File: config.mk
export PLATFORM = sky130hd
export DESIGN_NAME = mb_drive_responder_flat
export DESIGN_NICKNAME = d
export VERILOG_FILES = /design/src/rtl/mb_drive_responder_if.sv /design/src/rtl/mb_drive_responder.sv /design/src/flat_wrapper.sv
export SDC_FILE = /design/constraint.sdc
export NUM_CORES = 1
export LEC_CHECK = 0
export ABC_AREA = 1
export CAP_MARGIN = 30
export CORE_MARGIN = 2
export CORE_UTILIZATION = 45
export CTS_CLUSTER_SIZE = 14
export DETAILED_ROUTE_END_ITERATION = 8
export PLACE_DENSITY_LB_ADDON = 0.15
export SETUP_SLACK_MARGIN = 0.1
export SYNTH_ARGS = -nofsm -noshare
export SYNTH_HDL_FRONTEND = slang
export SYNTH_SLANG_ARGS = --single-unit
File: constraint.sdc
create_clock -name clk -period 2 [get_ports clk]
set_clock_uncertainty 0.15 [all_clocks]
set_input_delay 0.4 -clock clk [delete_from_list [all_inputs] [get_ports clk]]
set_output_delay 0.4 -clock clk [all_outputs]
set_load 0.01 [all_outputs]
File: src/rtl/mb_drive_responder_if.sv
// Massbus slave-side bus bundle between the RH11 controller and one drive.
// master = controller side, slave = drive side; clk/rst are separate ports.
interface mb_drive_responder_if;
  logic        mbINIT;
  logic        mbREAD;
  logic        mbWRITE;
  logic [4:0]  mbREGSEL;
  logic [2:0]  mbUNIT;
  logic [4:0]  mbFUN;
  logic        mbGO;
  logic [0:35] mbDATAI;
  logic        mbACKI;
  logic        mbWCZ;
  logic [15:0] mbREGDAT;
  logic        mbREGACK;
  logic [0:35] mbDATAO;
  logic        mbREQO;
  logic        mbINCBA;
  logic        mbINCWC;
  logic        mbNPRO;
  logic [7:0]  mbATA;
  logic        mbDVA;
  logic        mbDPR;
  logic        mbDRY;
  logic        mbACLO;
  logic        mbCPE;
  logic        mbDPE;
  logic        mbDECBA;
  logic        mbWCE;

  modport master (
    output mbINIT, mbREAD, mbWRITE, mbREGSEL, mbUNIT,
    output mbFUN, mbGO, mbDATAI, mbACKI, mbWCZ,
    input  mbREGDAT, mbREGACK, mbDATAO, mbREQO,
    input  mbINCBA, mbINCWC, mbNPRO, mbATA,
    input  mbDVA, mbDPR, mbDRY,
    input  mbACLO, mbCPE, mbDPE, mbDECBA, mbWCE
  );

  modport slave (
    input  mbINIT, mbREAD, mbWRITE, mbREGSEL, mbUNIT,
    input  mbFUN, mbGO, mbDATAI, mbACKI, mbWCZ,
    output mbREGDAT, mbREGACK, mbDATAO, mbREQO,
    output mbINCBA, mbINCWC, mbNPRO, mbATA,
    output mbDVA, mbDPR, mbDRY,
    output mbACLO, mbCPE, mbDPE, mbDECBA, mbWCE
  );
endinterface

File: src/rtl/mb_drive_responder.sv
// Massbus drive responder: one disk unit answering register access, seeks
// and word-handshake transfers. Ports: clk, rst (async active-low), mb
// (slave modport). Optional CK checksum register: define MBDRV_CKSUM_EN.
module mb_drive_responder #(
  parameter int          UNIT     = 0,
  parameter logic [15:0] DRVTYPE  = 16'o020022,
  parameter int          SEEK_DLY = 64
) (
  input logic               clk,
  input logic               rst,
  mb_drive_responder_if.slave mb
);

  localparam int CW = $clog2(SEEK_DLY + 1);

  typedef enum logic [2:0] {
    IDLE, POS, XREQ, XACK, XCHK
  } state_t;

  state_t      state, state_nx;
  logic        dry, pip, ata, ilf, rmr;
  logic [15:0] da;
  logic [4:0]  fun_last;
  logic [17:0] widx;
  logic        is_wr;
  logic [CW-1:0] pos_cnt;
  logic        regack;
  logic [15:0] regdat;
  logic [15:0] rdat;

  logic        sel, rd, wr, go, go_ok, go_bad;
  logic        f_nop, f_seek, f_recal, f_clr;
  logic        f_write, f_read, f_ill;
  logic        xfer_done;
  logic [15:0] wd;

  assign sel    = (mb.mbUNIT == 3'(UNIT));
  assign rd     = mb.mbREAD & sel;
  assign wr     = mb.mbWRITE & sel;
  assign wd     = mb.mbDATAI[20:35];
  assign go     = wr & (mb.mbREGSEL == 5'd0) & mb.mbGO;
  assign go_ok  = go & dry;
  assign go_bad = go & ~dry;

  assign f_nop   = go_ok & (mb.mbFUN == 5'd0);
  assign f_seek  = go_ok & (mb.mbFUN == 5'd2);
  assign f_recal = go_ok & (mb.mbFUN == 5'd3);
  assign f_clr   = go_ok & (mb.mbFUN == 5'd4);
  assign f_write = go_ok & (mb.mbFUN == 5'd24);
  assign f_read  = go_ok & (mb.mbFUN == 5'd28);
  assign f_ill   = go_ok & ~(f_nop | f_seek | f_recal
                   | f_clr | f_write | f_read);

  assign xfer_done = (state == XCHK) & mb.mbWCZ;

`ifdef MBDRV_CKSUM_EN
  logic [15:0] ck;

  always_ff @(posedge clk or negedge rst) begin
    if (!rst) begin
      ck <= '0;
    end else if (mb.mbINIT || f_write || f_clr) begin
      ck <= '0;
    end else if (state == XACK && is_wr) begin
      ck <= ck + wd;
    end
  end
`endif

  always_comb begin
    state_nx = state;
    unique case (state)
      IDLE: begin
        if (f_seek || f_recal)
          state_nx = POS;
        else if (f_read || f_write)
          state_nx = XREQ;
      end
      POS:  if (pos_cnt == '0) state_nx = IDLE;
      XREQ: if (mb.mbACKI) state_nx = XACK;
      XACK: state_nx = XCHK;
      XCHK: state_nx = mb.mbWCZ ? IDLE : XREQ;
      default: state_nx = IDLE;
    endcase
  end

  always_ff @(posedge clk or negedge rst) begin
    if (!rst)
      state <= IDLE;
    else if (mb.mbINIT)
      state <= IDLE;
    else
      state <= state_nx;
  end

  always_comb begin
    rdat = '0;
    unique case (mb.mbREGSEL)
      5'd0: rdat = {8'd0, dry, 1'b0, fun_last, 1'b0};
      5'd1: rdat = {ata, ilf | rmr, pip, 1'b1,
                    3'd0, 1'b1, dry, 7'd0};
      5'd2: rdat = {13'd0, rmr, 1'b0, ilf};
      5'd4: rdat[UNIT] = ata;
      5'd5: rdat = da;
      5'd6: rdat = DRVTYPE;
`ifdef MBDRV_CKSUM_EN
      5'd7: rdat = ck;
`endif
      default: rdat = '0;
    endcase
  end

  always_ff @(posedge clk or negedge rst) begin
    if (!rst) begin
      dry      <= 1'b1;
      pip      <= 1'b0;
      ata      <= 1'b0;
      ilf      <= 1'b0;
      rmr      <= 1'b0;
      da       <= '0;
      fun_last <= '0;
      widx     <= '0;
      is_wr    <= 1'b0;
      pos_cnt  <= '0;
      regack   <= 1'b0;
      regdat   <= '0;
    end else if (mb.mbINIT) begin
      dry      <= 1'b1;
      pip      <= 1'b0;
      ata      <= 1'b0;
      ilf      <= 1'b0;
      rmr      <= 1'b0;
      da       <= '0;
      fun_last <= '0;
      widx     <= '0;
      is_wr    <= 1'b0;
      pos_cnt  <= '0;
      regack   <= 1'b0;
      regdat   <= '0;
    end else begin
      // read data is sampled before any same-cycle write lands
      regack <= rd;
      regdat <= rd ? rdat : '0;
      if (go_bad) begin
        rmr <= 1'b1;
        ata <= 1'b1;
      end
      if (go_ok)
        fun_last <= mb.mbFUN;
      if (f_seek || f_recal) begin
        pip     <= 1'b1;
        dry     <= 1'b0;
        pos_cnt <= CW'(SEEK_DLY - 1);
      end
      if (f_recal)
        da <= '0;
      if (f_clr) begin
        ilf <= 1'b0;
        rmr <= 1'b0;
        ata <= 1'b0;
      end
      if (f_ill) begin
        ilf <= 1'b1;
        ata <= 1'b1;
      end
      if (f_read || f_write) begin
        dry   <= 1'b0;
        widx  <= '0;
        is_wr <= f_write;
      end
      if (state == POS) begin
        if (pos_cnt == '0) begin
          pip <= 1'b0;
          dry <= 1'b1;
          ata <= 1'b1;
        end else begin
          pos_cnt <= pos_cnt - 1'b1;
        end
      end
      if (state == XACK)
        widx <= widx + 1'b1;
      if (xfer_done)
        dry <= 1'b1;
      if (wr && mb.mbREGSEL == 5'd5) begin
        if (dry)
          da <= wd;
        else
          rmr <= 1'b1;
      end
      if (wr && mb.mbREGSEL == 5'd4 && wd[UNIT])
        ata <= 1'b0;
    end
  end

  assign mb.mbREGDAT = regdat;
  assign mb.mbREGACK = regack;
  assign mb.mbDATAO  = (state == XREQ && !is_wr)
                       ? {2'b00, da, widx} : '0;
  assign mb.mbREQO   = (state == XREQ);
  assign mb.mbINCBA  = (state == XACK);
  assign mb.mbINCWC  = (state == XACK);
  assign mb.mbNPRO   = (state == XREQ) || (state == XACK)
                       || (state == XCHK);
  assign mb.mbATA    = {7'd0, ata} << UNIT;
  assign mb.mbDVA    = 1'b1;
  assign mb.mbDPR    = sel;
  assign mb.mbDRY    = dry;
  assign mb.mbACLO   = 1'b0;
  assign mb.mbCPE    = 1'b0;
  assign mb.mbDPE    = 1'b0;
  assign mb.mbDECBA  = 1'b0;
  assign mb.mbWCE    = 1'b0;

endmodule

File: src/flat_wrapper.sv
// flat-port wrapper written by rule: the top's interface ports become plain ports
module mb_drive_responder_flat 
#(
  parameter int          UNIT     = 0,
  parameter logic [15:0] DRVTYPE  = 16'o020022,
  parameter int          SEEK_DLY = 64
)
  (clk, rst, mb_mbINIT, mb_mbREAD, mb_mbWRITE, mb_mbREGSEL, mb_mbUNIT, mb_mbFUN, mb_mbGO, mb_mbDATAI, mb_mbACKI, mb_mbWCZ, mb_mbREGDAT, mb_mbREGACK, mb_mbDATAO, mb_mbREQO, mb_mbINCBA, mb_mbINCWC, mb_mbNPRO, mb_mbATA, mb_mbDVA, mb_mbDPR, mb_mbDRY, mb_mbACLO, mb_mbCPE, mb_mbDPE, mb_mbDECBA, mb_mbWCE);
  mb_drive_responder_if mb_i ();
  input logic clk;
  input logic rst;
  input wire logic [$bits(mb_i.mbINIT)-1:0] mb_mbINIT;
  input wire logic [$bits(mb_i.mbREAD)-1:0] mb_mbREAD;
  input wire logic [$bits(mb_i.mbWRITE)-1:0] mb_mbWRITE;
  input wire logic [$bits(mb_i.mbREGSEL)-1:0] mb_mbREGSEL;
  input wire logic [$bits(mb_i.mbUNIT)-1:0] mb_mbUNIT;
  input wire logic [$bits(mb_i.mbFUN)-1:0] mb_mbFUN;
  input wire logic [$bits(mb_i.mbGO)-1:0] mb_mbGO;
  input wire logic [$bits(mb_i.mbDATAI)-1:0] mb_mbDATAI;
  input wire logic [$bits(mb_i.mbACKI)-1:0] mb_mbACKI;
  input wire logic [$bits(mb_i.mbWCZ)-1:0] mb_mbWCZ;
  output wire logic [$bits(mb_i.mbREGDAT)-1:0] mb_mbREGDAT;
  output wire logic [$bits(mb_i.mbREGACK)-1:0] mb_mbREGACK;
  output wire logic [$bits(mb_i.mbDATAO)-1:0] mb_mbDATAO;
  output wire logic [$bits(mb_i.mbREQO)-1:0] mb_mbREQO;
  output wire logic [$bits(mb_i.mbINCBA)-1:0] mb_mbINCBA;
  output wire logic [$bits(mb_i.mbINCWC)-1:0] mb_mbINCWC;
  output wire logic [$bits(mb_i.mbNPRO)-1:0] mb_mbNPRO;
  output wire logic [$bits(mb_i.mbATA)-1:0] mb_mbATA;
  output wire logic [$bits(mb_i.mbDVA)-1:0] mb_mbDVA;
  output wire logic [$bits(mb_i.mbDPR)-1:0] mb_mbDPR;
  output wire logic [$bits(mb_i.mbDRY)-1:0] mb_mbDRY;
  output wire logic [$bits(mb_i.mbACLO)-1:0] mb_mbACLO;
  output wire logic [$bits(mb_i.mbCPE)-1:0] mb_mbCPE;
  output wire logic [$bits(mb_i.mbDPE)-1:0] mb_mbDPE;
  output wire logic [$bits(mb_i.mbDECBA)-1:0] mb_mbDECBA;
  output wire logic [$bits(mb_i.mbWCE)-1:0] mb_mbWCE;
  assign mb_i.mbINIT = mb_mbINIT;
  assign mb_i.mbREAD = mb_mbREAD;
  assign mb_i.mbWRITE = mb_mbWRITE;
  assign mb_i.mbREGSEL = mb_mbREGSEL;
  assign mb_i.mbUNIT = mb_mbUNIT;
  assign mb_i.mbFUN = mb_mbFUN;
  assign mb_i.mbGO = mb_mbGO;
  assign mb_i.mbDATAI = mb_mbDATAI;
  assign mb_i.mbACKI = mb_mbACKI;
  assign mb_i.mbWCZ = mb_mbWCZ;
  assign mb_mbREGDAT = mb_i.mbREGDAT;
  assign mb_mbREGACK = mb_i.mbREGACK;
  assign mb_mbDATAO = mb_i.mbDATAO;
  assign mb_mbREQO = mb_i.mbREQO;
  assign mb_mbINCBA = mb_i.mbINCBA;
  assign mb_mbINCWC = mb_i.mbINCWC;
  assign mb_mbNPRO = mb_i.mbNPRO;
  assign mb_mbATA = mb_i.mbATA;
  assign mb_mbDVA = mb_i.mbDVA;
  assign mb_mbDPR = mb_i.mbDPR;
  assign mb_mbDRY = mb_i.mbDRY;
  assign mb_mbACLO = mb_i.mbACLO;
  assign mb_mbCPE = mb_i.mbCPE;
  assign mb_mbDPE = mb_i.mbDPE;
  assign mb_mbDECBA = mb_i.mbDECBA;
  assign mb_mbWCE = mb_i.mbWCE;
  mb_drive_responder #(.UNIT(UNIT), .DRVTYPE(DRVTYPE), .SEEK_DLY(SEEK_DLY)) u_core (.clk(clk), .rst(rst), .mb(mb_i));
endmodule
[Word-level counts from Yosys, hierarchy flattened]
Index checks and enable logic that the tools add are counted.
Storage, ports and cells
  memories: 0
  bits in latches: 0
  ROM bits: 0
  register bits after elaboration: 72
  output and inout bits: 73
  bits in writable memories: 0
Cells by class
  $add $sub $neg: 2
  magnitude comparators: 0
  shift operators: 0
  bitwise logic cells: 22
  multiplexer cells: 53
  div/mod/pow operators: 0
  $mul: 0
  reductions and logical operators: 19
  eq/ne operators: 17
Operator list (count)
  $mux W16: 6
  $pmux W15 S5: 1
  $mux W18: 3
  $mux W34: 1
  $mux W1: 28
  $mux W7: 4
  $eq A5 B3 Y1 const B: 4
  $add A18 B1 Y18 const B: 1
  $eq A5 B2 Y1 const B: 3
  $mux W3: 5
  $pmux W3 S5: 1
  $and A1 B1 Y1: 14
  $eq A5 B5 Y1 const B: 2
  $logic_not A5 Y1: 2
  $mux W5: 2
  $logic_not A7 Y1: 1
  $sub A7 B1 Y7 const B: 1
  $eq A3 B2 Y1 const B: 2
  $logic_not A3 Y1: 2
  $or A1 B1 Y1: 6
  $reduce_bool A3 Y1: 2
  $eq A5 B1 Y1 const B: 1
  $logic_and A1 B1 Y1: 4
  $logic_or A1 B1 Y1: 4
  11 further kinds: 13

[Longest topological paths before layout]
Gate-level depths: netlist of the first run.
  depth in word-level cells: 18
  gate-level depth with buffers: 11
  gate-level depth less buffers: 11

[Worst setup path after synthesis of the first run]
Ideal clock, no wire load.
  kind: flip-flop to output port
  from: register u_core.state[2]
  to: output mb_mbDATAO[10]
  cell stages (with the launch flop): 7
  path slack: 0.064 ns
  path buffers: 1
  arrival time: 1.386 ns
  cells stage by stage: dfrtp_1 -> inv_2 -> nand2_1 -> nor2_1 -> nand2_1 -> clkbuf_1 -> nor2_1
On the way
  cells in the longest elaborated chain, start to end: 3
Ends and longest elaborated chain
  start, declared: RTL line mb_drive_responder.sv:20  | state_t state, state_nx;
  start signal, assigned: RTL line mb_drive_responder.sv:93  | state <= state_nx;
  $eq A3 B2 Y1
  net mb_mbREQO: RTL line flat_wrapper.sv:25  | output wire logic [$bits(mb_i.mbREQO)-1:0] mb_mbREQO;
  $logic_and A1 B1 Y1: RTL line mb_drive_responder.sv:197  | assign mb.mbDATAO = (state == XREQ && !is_wr)
  $mux W34: RTL line mb_drive_responder.sv:198  | ? {2'b00, da, widx} : '0;
  end, declared: RTL line flat_wrapper.sv:24  | output wire logic [$bits(mb_i.mbDATAO)-1:0] mb_mbDATAO;
The timed path passes the listed nets, and every way through them passes these cells.

[Worst setup path in the final report of the first run]
  from: register u_core.state[2]
  to: output mb_mbDATAO[6]
On the way
  cells in the longest elaborated chain, start to end: 3
Ends and longest elaborated chain (RTL line)
  $eq A3 B2 Y1: mb_drive_responder.sv:197
  $logic_and A1 B1 Y1: mb_drive_responder.sv:197
  $mux W34: mb_drive_responder.sv:198
No other way between the ends.

==> summary.txt, run 1 <==
Run status
  – Failing checks: setup timing
  – Status: finished, violations left

Floorplan
  – Starting Density: 0.4608
  – Site Rows: 35
  – Die Height: 101.0 microns
  – Core area: 9196 sq um
  – Die area: around 10000 sq um
  – # IOs: 130
  – Die width: a little over 100 microns

Route
  – DR vias: 4224
  – Post-route ant nets: 0
  – Routed vias/inst: roughly 5
  – # DRC: 0
  – WL final: between 10 and 15 mm
  – Drt pass-1 iters: 7
  – Avg WL per Cell: 14.04 microns
  – DRT iter0 DRCs: 155

Setup path
  – Crit path max-delay cell type: dfrtp_1
  – Crit. End Element: output port
  – Crit path max-delay family: simple AND/OR/NAND/NOR gates
  – Critical Path RT: 1450 ps
  – Worst Path Arrival: 1540 ps
  – Slowest stage delay, CP: 390 ps
  – Crit-path max FO: 5
  – Crit Path Class: flip-flop to output port
  – Critical Path, Cell by Cell: inv_2, nand2_2, nor2_4, nand2_8, clkbuf_16, nor2_2, buf_2
  – Critical path buffer and inverter count: 3
  – CP startpoint kind: flip-flop

STA
  – Final Hold Fails: 0
  – Relative slew slack: 0.6092
  – Pins Over Slew Limit: 0
  – Final period utilization: 1.043
  – Finish-stage setup viols: 34
  – RSZ-0062 raised after global routing: true
  – Final WS setup: -85.68 ps
  – Slew at the pin closest to its max-slew limit: 586.1 ps
  – Minimum clock period: between 2000 and 2500 ps
  – Fmax: 479.5 MHz
  – WHS: 290.3 ps

Logic synthesis
  – Dominant synthesized flop cell: dfrtp_1
  – Synth warn: 0
  – Async S/R FF share, synth: 1.000
  – Number of synthesized flops with an enable pin: 0
  – Synth unique cells: 41
  – Post-Syn Area: 4238 sq um
  – Seq/Total Area, Yosys: 0.4255
  – Mean Syn Cell Area: 7.514 sq um
  – Gate Count Post-Synth: around 560
  – Yosys reg bits: 72

Clock tree
  – Max H-tree Level: 3
  – Max clock buf depth: 2
  – Clk root buf: clkbuf_8
  – Clk slew on worst S/H paths: approximately 80 ps
  – Num Clock Sinks: 72
  – Clk_lat worst skew: 360 ps
  – Cts bufs inserted: 9
  – TritonCTS clock tree: yes

Power and ir drop
  – Power per cell area: 509.6 nW/um^2
  – Leak pwr: 2.802 nW
  – Psw: 0.7124 mW
  – Clock power share: 0.452
  – Cell Int Power: 2.405 mW
  – Register share of total power: 0.467
  – Sw frac: 0.2285
  – VDD IR-drop max: 0.0003186 V
  – Logic gate share of total power: 0.081

Global routing
  – Total GRT Usage: 0.2348
  – Largest net degree at the start of global routing: 34
  – First-pass GRT wire length: 18.91 mm
  – Initial antenna violation count: 0
  – Vias in the first global route: 4006
  – Grt ovf: 0

Layout
  – Fin cells: 831
  – P&R area growth vs syn: 44.35%
  – Ant. Diodes: 0
  – Layout cells sized above 1: 0.2764
  – Nets: 774

Placement
  – Cells after DPL: 806
  – Port bufs: 94
  – Post-DP HPWL: 8.708 mm
  – Routability cong.: 0.9864

Worst hold path
  – HP Class: input pin to flip-flop

Flow run
  – Max-cap violations: 0
-- Yosys cell counts (3+ instances only) --
library cell | count | area [sq um]
nand2_1 | 107 | 401.6
inv_1 | 82 | 307.8
dfrtp_1 | 71 | 1777
nor2_1 | 67 | 251.5
o21ai_0 | 51 | 255.2
nand3_1 | 40 | 200.2
a21oi_1 | 27 | 135.1
buf_4 | 18 | 135.1
nand4_1 | 14 | 87.58
nor3_1 | 14 | 70.07
a21oi_2 | 10 | 87.58
o21ai_1 | 6 | 30.03
o22ai_1 | 6 | 37.54
a31oi_1 | 5 | 31.28
clkbuf_1 | 4 | 15.01
nor2_4 | 4 | 45.04
buf_6 | 3 | 33.78
nor3_2 | 3 | 30.03
-- routing by layer --
metal | up-vias | global-route usage | part of all wire
li1 | 2094 | - | -
met1 | 1984 | 0.3075 | 0.43
met2 | 128 | 0.3984 | 0.50
met3 | 18 | 0.03606 | 0.054
met4 | 0 | 0.07588 | 0.015
met5 | - | 0 | 0
-- sequential cells by signal, summed over array words and instances, names as in the netlist --
| register | flops |
|---|---|
| u_core.fun_last | 5 |
| u_core.mb.mbREGDAT | 16 |
| u_core.ilf | 1 |
| u_core.da | 16 |
| u_core.state | 3 |
| u_core.ata | 1 |
| u_core.rmr | 1 |
| u_core.is_wr | 1 |
| u_core.pip | 1 |
| u_core.pos_cnt | 7 |
| u_core.mb.mbDRY | 1 |
| u_core.widx | 18 |
| u_core.mb.mbREGACK | 1 |
-- final timing paths --
kind	to	start	slack (ps)	cells after the start
min reg2reg	u_core.fun_last[3]$_DFFE_PN0P_	u_core.fun_last[3]$_DFFE_PN0P_	340	2
min in group asynchronous	u_core.fun_last[1]$_DFFE_PN0P_	rst	430	2
max in group asynchronous	u_core.mb.mbDRY$_DFF_PN1_	rst	680	3
max	mb_mbDATAO[6]	u_core.state[2]$_DFFE_PN0P_	-90	7
min	u_core.mb.mbREGDAT[12]$_DFF_PN0_	mb_mbREGSEL[2]	290	3
max reg2reg	u_core.widx[17]$_DFFE_PN0P_	u_core.widx[4]$_DFFE_PN0P_	240	7
-- area by class of cell --
class | instances | area (sq um)
sequential | 72 | 1803
timing repair buffer | 159 | 1466
clock inverter | 5 | 105.1
multi-input combinational | 388 | 2145
tap | 111 | 138.9
fill | 801 | 3079
inverter | 85 | 327.8
clock buffer | 11 | 131.4
-- cell usage in the layout, fill, tap and decap left out, drive strengths merged --
cell type,netlist,layout
nor3,18,18
nand4,14,14
dlymetal6s2s,0,4
o22ai,6,6
o2bb2ai,1,1
dfrtp,71,71
clkdlybuf4s50,0,49
nand2,109,109
clkbuf,6,13
clkinv,1,1
o31ai,1,1
buf,25,102
nand3b,2,2
dfstp,1,1
dlygate4sd3,0,1
or2,2,2
a31oi,5,5
nand3,43,43
dlygate4sd2,0,1
xnor2,1,1
a21oi,37,37
inv,84,83
nor2,73,73
o21ai,59,59
bufinv,0,3
clkinvlp,0,3
conb,2,15
ha,2,2
-- cells by family after synthesis --
kind of cell | Yosys count | share of synthesized area
buffers and inverters | 117 | 0.1364
other | 2 | 0.001772
adder cells (fa/ha/maj) | 2 | 0.005904
AND/OR/NAND/NOR | 261 | 0.2843
XOR/XNOR | 1 | 0.002067
AO/OA/AOI/OAI | 109 | 0.1441
flip-flops | 72 | 0.4255
-- metrics by stage --
stage / TNS [ps] / instance area [sq um] / total power, mW / util / setup slack, ps
3_5_place_dp: -12320 / 5593 / 1.736 / 0.6082 / -243.9
3_3_place_gp: -9994 / 5593 / 1.734 / 0.6082 / -176.0
4_1_cts: -2252 / 5808 / 3.128 / 0.6316 / -82.67
2_1_floorplan: 0 / 4289 / 1.590 / - / 152.5
6_report: -2184 / 6117 / 3.117 / 0.6652 / -85.68
5_1_grt: -4415 / 6117 / 3.225 / 0.6652 / -146.3
-- power groups by stage --
stage          Combinational [mW]  Clock (mW)  Sequential (mW)
2_1_floorplan               0.104           0             1.49
3_3_place_gp                0.250           0             1.48
3_5_place_dp                0.251           0             1.48
4_1_cts                     0.255        1.42             1.46
5_1_grt                     0.278        1.49             1.46
6_report                    0.253        1.41             1.46
-- repair_timing --
action / in CTS / in global routing
pin swaps: 2 / 9
setup endpoints to repair: 40 / 60
gates cloned: 1 / 1
buffers inserted: 1 / 6
endpoints found under the hold margin: 19 / 0
hold buffers: 1 / 0
resized for setup: 191 / 65
-- worst reg2reg max path: stages (launching register included) --
cell and delay (ps):
dfrtp_1 390, inv_1 130, nor3_1 350, nand4_1 220
inv_1 150, nand4_1 90, nand3_1 80, o21ai_0 90
Power figures use the tool's default switching activity.
==> inputs of run 2 (changes only) <==
--- a/config.mk
+++ b/config.mk
@@ -5,12 +5,12 @@
 export SDC_FILE = /design/constraint.sdc
 export NUM_CORES = 1
 export LEC_CHECK = 0
-export ABC_AREA = 1
 export CAP_MARGIN = 30
 export CORE_MARGIN = 2
 export CORE_UTILIZATION = 45
 export CTS_CLUSTER_SIZE = 14
 export DETAILED_ROUTE_END_ITERATION = 8
+export GPL_TIMING_DRIVEN = 0
 export PLACE_DENSITY_LB_ADDON = 0.15
 export SETUP_SLACK_MARGIN = 0.1
 export SYNTH_ARGS = -nofsm -noshare
==> summary.txt, run 2 <==
Route
  – Routed vias/inst: 5.602
  – DRT iter0 DRCs: 225
  – Avg WL per Cell: 16.90 microns
  – Highest Signal Layer: met4
  – Post-route ant nets: 0
  – Drt pass-1 iters: 5
  – DR WL met2: approximately 5.8 mm
  – WL final: about 12 mm
  – DR vias: 3916
  – # DRC: 0
  – M1 wire length: 5.016 mm
  – Met3 WL post-DR: 768 microns

Clock tree
  – Cts bufs inserted: 9
  – Max H-tree Level: 3
  – TritonCTS clock tree: yes
  – Clk slew on worst S/H paths: 90 ps
  – Clk root buf: clkbuf_8
  – Num Clock Sinks: 72
  – Max clock buf depth: 2
  – Clk_lat worst skew: ~360 ps

Power and ir drop
  – Power consumption: 3.044 mW
  – Sw frac: 0.2506
  – Clock power share: 0.442
  – Psw: about 0.76 mW
  – Cell Int Power: 2.281 mW
  – Register share of total power: 0.478
  – Leak pwr: 2.698 nW
  – Logic gate share of total power: 0.080
  – Power per cell area: ~500 nW/um^2
  – VDD IR-drop max: 0.0002885 V

Logic synthesis
  – Count leader, synth: dfrtp_1
  – Synth unique cells: 66
  – Post-Syn Area: 3939 sq um
  – Mean Syn Cell Area: 9.203 sq um
  – Share of the synthesized area in the top cell type: 0.4511
  – Number of synthesized flops with an enable pin: 0
  – Top cells by area, synth: dfrtp_1 45%, and2_1 4.8%, nand2_1 4.7%
  – Async S/R FF share, synth: 1.000
  – Gate Count Post-Synth: 428
  – Dominant synthesized flop cell: dfrtp_1
  – Largest area contributor in the netlist: dfrtp_1
  – Yosys reg bits: 72
  – Synth warn: 0
  – Post-synth top cells: 71 x dfrtp_1, 49 x nand2_1, 30 x and2_1
  – Seq/Total Area, Yosys: 0.4578

Layout
  – Layout cells sized above 1: 0.3621
  – Most frequent cells in the layout: 64 x dfrtp_1, 53 x buf_4, 48 x nand2_1
  – Reg with most FFs: u_core.widx
  – Fin cells: 699
  – Leading cell type in the layout, fill and taps excluded: dfrtp_1
  – Max FFs per register: 18
  – Nets: 645
  – Ant. Diodes: 0
  – P&R area growth vs syn: 53.30%

Global routing
  – Largest net degree at the start of global routing: 73
  – Total GRT Usage: 0.2404
  – Vias in the first global route: 3612
  – First-pass GRT wire length: 18.38 mm
  – Grt ovf: 0
  – Initial antenna violation count: 0

Setup path
  – Critical Path RT: between 1000 and 1500 ps
  – Critical path buffer and inverter count: 4
  – Slowest stage delay, CP: around 420 ps
  – CP startpoint kind: flip-flop
  – Crit path max-delay cell type: dfrtp_1
  – Crit path max-delay family: buffers and inverters
  – Most frequent cell on the critical path: buf_6
  – Crit. End Element: output port
  – Crit Path Class: flip-flop to output port
  – Critical Path, Cell by Cell: buf_8, nor3_4, buf_6, buf_6, and2_4, buf_6
  – Worst Path Arrival: 1670 ps
  – Crit-path max FO: 7

STA
  – Pins Over Slew Limit: 0
  – Relative slew slack: 0.3960
  – Finish-stage setup viols: 43
  – Slew at the pin closest to its max-slew limit: 906.0 ps
  – Minimum clock period: about 2200 ps
  – Fmax: ~450 MHz
  – Final period utilization: 1.111
  – Final Hold Fails: 2
  – RSZ-0062 raised after global routing: true
  – WHS: -0.4907 ps
  – Final WS setup: -221.5 ps

Run status
  – Failing checks: hold timing, setup timing
  – Status: finished, violations left

Placement
  – Post-DP HPWL: 7.532 mm
  – Port bufs: between 90 and 100
  – Cells after DPL: 641
  – Routability cong.: 0.8663

Floorplan
  – # IOs: 130
  – Core area: 8593 sq um
  – Die area: 9517 sq um
  – Die width: 97.56 microns
  – Starting Density: 0.4584
  – Site Rows: 34
  – Die Height: 97.56 microns

Flow run
  – Max-cap violations: 0

Worst hold path
  – HP Class: input pin to asynchronous set/reset pin
==> run 2: changes by cell type in the layout (fill, tap and decap cells not counted), sizes merged, moves of 7 or more <==
| cell | change |
|---|---|
| inv | -69 |
| dlygate4sd2 | +7 |
| clkdlybuf4s50 | -7 |
| a21oi | -7 |
| nand3 | -33 |
| nor2 | -45 |
| o2bb2ai | +15 |
| o21ai | -48 |
| nor4 | +12 |
| and2 | +30 |
| nand4 | -10 |
| nand2 | -60 |
| and3 | +11 |
==> run 2: worst paths after layout <==
| path | to | from | cells past startpoint | slack (ps) |
|---|---|---|---|---|
| worst min-delay path | u_core.da[10]$_DFF_PN0_ | rst | 1 | -0.5 |
| worst max register to register | u_core.widx[3]$_DFFE_PN0P_ | u_core.state[2]$_DFFE_PN0P_ | 6 | -30 |
| min in group clk | u_core.fun_last[2]$_DFFE_PN0P_ | mb_mbFUN[2] | 3 | 240 |
| max in group asynchronous | u_core.is_wr$_DFFE_PN0P_ | rst | 1 | 1040 |
| worst min register to register | u_core.fun_last[0]$_DFFE_PN0P_ | u_core.fun_last[0]$_DFFE_PN0P_ | 2 | 380 |
| worst max-delay path | mb_mbDATAO[2] | u_core.state[0]$_DFFE_PN0P_ | 6 | -220 |
==> run 2: layer usage <==
layer,global-route usage,vias up
li1,-,1835
met1,0.3413,1913
met2,0.3782,153
met3,0.03813,15
met4,0.07906,0
met5,0,-
==> run 2: power by group through the flow <==
stage	Combinational [mW]	Clock (mW)	Sequential, mW
detailed placement	0.222	0	1.48
global route	0.267	1.42	1.46
finish	0.244	1.34	1.46
floorplan	0.0911	0	1.49
CTS	0.239	1.35	1.46
global placement	0.221	0	1.49
==> run 2: final cells by class <==
cell class | count | area [sq um]
Buffer | 36 | 286.5
Clock inverter | 7 | 102.6
Clock buffer | 9 | 123.9
Tap cell | 108 | 135.1
Sequential cell | 72 | 1812
Timing Repair Buffer | 134 | 1262
Inverter | 13 | 50.05
Multi-Input combinational cell | 320 | 2266
Fill cell | 661 | 2555
==> run 2: worst register-to-register path, stage by stage, from the launching register on <==
cell       delay (ps)
dfrtp_2           440
buf_6             140
nand4bb_1         420
clkinv_2          270
buf_2             270
nand2_1            90
a31oi_1           180
==> run 2: through the flow <==
stage	setup WS (ps)	util	TNS, ps	area, sq um
floorplan	107.9	-	0	4038
global placement	-2366	0.5927	-213880	5094
detailed placement	-955.1	0.5925	-63320	5091
CTS	-243.2	0.6637	-6609	5703
global route	-298.9	0.7027	-9357	6038
finish	-221.5	0.7027	-6677	6038
==> run 2: kinds of logic after synthesis <==
kind of cell,count (synthesis),share of synthesized area
buf+inv,50,0.06544
compound gates,107,0.1909
other cells,2,0.001907
simple gates,190,0.2649
xor+xnor,1,0.002224
fa+ha+maj,2,0.006352
mux,4,0.01048
flops,72,0.4578
==> run 2: timing repair <==
action,in CTS,in global routing
pin swaps,28,9
hold buffers,0,0
setup endpoints to repair,104,88
gates cloned,2,1
resized for setup,245,75
buffers inserted,24,17
==> inputs of run 3 (changes only) <==
==> constraint.sdc (replaced) <==
create_clock -name clk -period 2.6 [get_ports clk]
set_clock_uncertainty 0.15 [all_clocks]
set_input_delay 0.52 -clock clk [delete_from_list [all_inputs] [get_ports clk]]
set_output_delay 0.52 -clock clk [all_outputs]
set_load 0.01 [all_outputs]
==> summary.txt, run 3 (same netlist as run 2, synthesis figures left out) <==
Route
  – Post-route ant nets: 0
  – WL final: between 10 and 15 mm
  – DR vias: 3707
  – DRT iter0 DRCs: 188
  – Drt pass-1 iters: 5
  – Routed vias/inst: around 5.6
  – Avg WL per Cell: approximately 16 microns
  – # DRC: 0

Global routing
  – First-pass GRT wire length: between 15 and 20 mm
  – Vias in the first global route: 3362
  – Initial antenna violation count: 0
  – Grt ovf: 0
  – Total GRT Usage: 0.2222
  – Largest net degree at the start of global routing: 73

Power and ir drop
  – Power per cell area: around 420 nW/um^2
  – Leak pwr: 2.350 nW
  – VDD IR-drop max: about 0.00023 V

Worst hold path
  – HP Class: input pin to asynchronous set/reset pin

STA
  – Final period utilization: 0.9430
  – Final WS setup: ~150 ps
  – Minimum clock period: 2452 ps
  – Fmax: ~410 MHz
  – WHS: around 350 ps
  – RSZ-0062 raised after global routing: true
  – Relative slew slack: 0.5851
  – Pins Over Slew Limit: 0
  – Final Hold Fails: 0
  – Slew at the pin closest to its max-slew limit: ~620 ps
  – Finish-stage setup viols: 0
  – Setup_tns: 0 ps

Layout
  – Max FFs per register: 18
  – Nets: 610
  – Leading cell type in the layout, fill and taps excluded: dfrtp_1
  – Reg with most FFs: u_core.widx
  – Most frequent cells in the layout: 69 x dfrtp_1, 55 x clkdlybuf4s50_1, 48 x nand2_1
  – Layout cells sized above 1: 0.1805
  – Ant. Diodes: 0
  – P&R area growth vs syn: 36.28%
  – Fin cells: 662
  – # fillers: 755

Clock tree
  – Cts bufs inserted: 9
  – Max H-tree Level: 3
  – Max clock buf depth: 2
  – Clk root buf: clkbuf_8
  – TritonCTS clock tree: yes
  – Num Clock Sinks: 72
  – Clk slew on worst S/H paths: 80 ps
  – Clk_lat worst skew: between 300 and 400 ps

Floorplan
  – # IOs: 130
  – Die area: roughly 9500 sq um
  – Die width: ~98 microns
  – Starting Density: 0.4584
  – Core area: ~8600 sq um
  – Die Height: 97.56 microns
  – Site Rows: 34

Run status
  – Status: complete, no violations

Setup path
  – CP startpoint kind: input pin
  – Crit Path Class: input pin to output port
  – Crit-path max FO: 3
  – Critical Path RT: 1930 ps
  – Setup crit start: mb_mbUNIT[1]
  – FF-to-FF Start: u_core.widx[0]$_DFFE_PN0P_
  – Worst Path Arrival: 1780 ps
  – Crit. End Element: output port

Placement
  – Dpl ws: -880.1 ps
  – Cells after DPL: between 600 and 700
  – Routability cong.: 0.8799
  – Post-DP HPWL: 7.595 mm
  – Port bufs: a little over 90

Flow run
  – Max-cap violations: 0
## run 3: cell types whose count changed in the layout (fill, tap and decap cells not counted), sizes merged
cell and change:
inv -2, dlygate4sd2 -1, clkbuf +23, clkinv -1, dlygate4sd3 +1, a21oi -1
clkinvlp +1, clkdlybuf4s15 +8, clkdlybuf4s50 +13, dlymetal6s2s -2, buf -76
## run 3: critical path, stage by stage
cell,delay [ps]
clkdlybuf4s50_1,460
nor3_2,230
clkdlybuf4s50_1,570
## run 3: path summary, 6_finish.rpt
| path | end | slack [ps] | cells past startpoint |
|---|---|---|---|
| max reg2reg | u_core.widx[16]$_DFFE_PN0P_ | 310 | 5 |
| max | mb_mbDPR | 150 | 3 |
| min in group clk | u_core.mb.mbREGDAT[10]$_DFF_PN0_ | 370 | 1 |
| min | u_core.da[6]$_DFF_PN0_ | 350 | 2 |
| min reg2reg | u_core.mb.mbREGDAT[10]$_DFF_PN0_ | 370 | 1 |
| max in group asynchronous | u_core.mb.mbDRY$_DFF_PN1_ | 1390 | 3 |
## run 3: timing repair
item	4_1_cts	5_1_grt
hold buffers	0	1
cloned	1	0
hold endpoints to repair	0	1
setup endpoints to repair	61	62
resized for setup	78	46
pin swaps	1	2
buffers inserted	4	1
## run 3: per-stage QoR
stage               power, mW    util  instance area (sq um)
floorplan               1.212       -                   3988
global placement        1.311  0.5869                   5044
detailed placement      1.311  0.5866                   5041
CTS                     2.259  0.6239                   5361
global route            2.344  0.6246                   5368
finish                  2.260  0.6246                   5368
## run 3: report_power, final
| group | internal [mW] | switching, mW | leakage, nW |
|---|---|---|---|
| logic | 0.0853 | 0.0976 | 1.25 |
| clock network | 0.531 | 0.426 | 0.0974 |
| registers | 1.12 | 0.000429 | 0.999 |
## run 3: cell type report
cell class              instances  area [sq um]  share of cell area
multi-input cells             319          2023              0.3769
repair buffers                100         905.9              0.1688
flip-flops and latches         72          1805              0.3364
inverters                      13         51.30            0.009557
well taps                     108         135.1             0.02517
clock inverters                 5         83.83             0.01562
clock buffers                   9         123.9             0.02308
plain buffers                  36         239.0             0.04452
## run 3: routing by layer
metal	vias up	wire [microns]	GRT usage
li1	1766	-	-
met1	1794	4803	0.3242
met4	0	127	0.06303
met5	-	0	0
met3	15	619	0.03165
met2	132	5193	0.3469
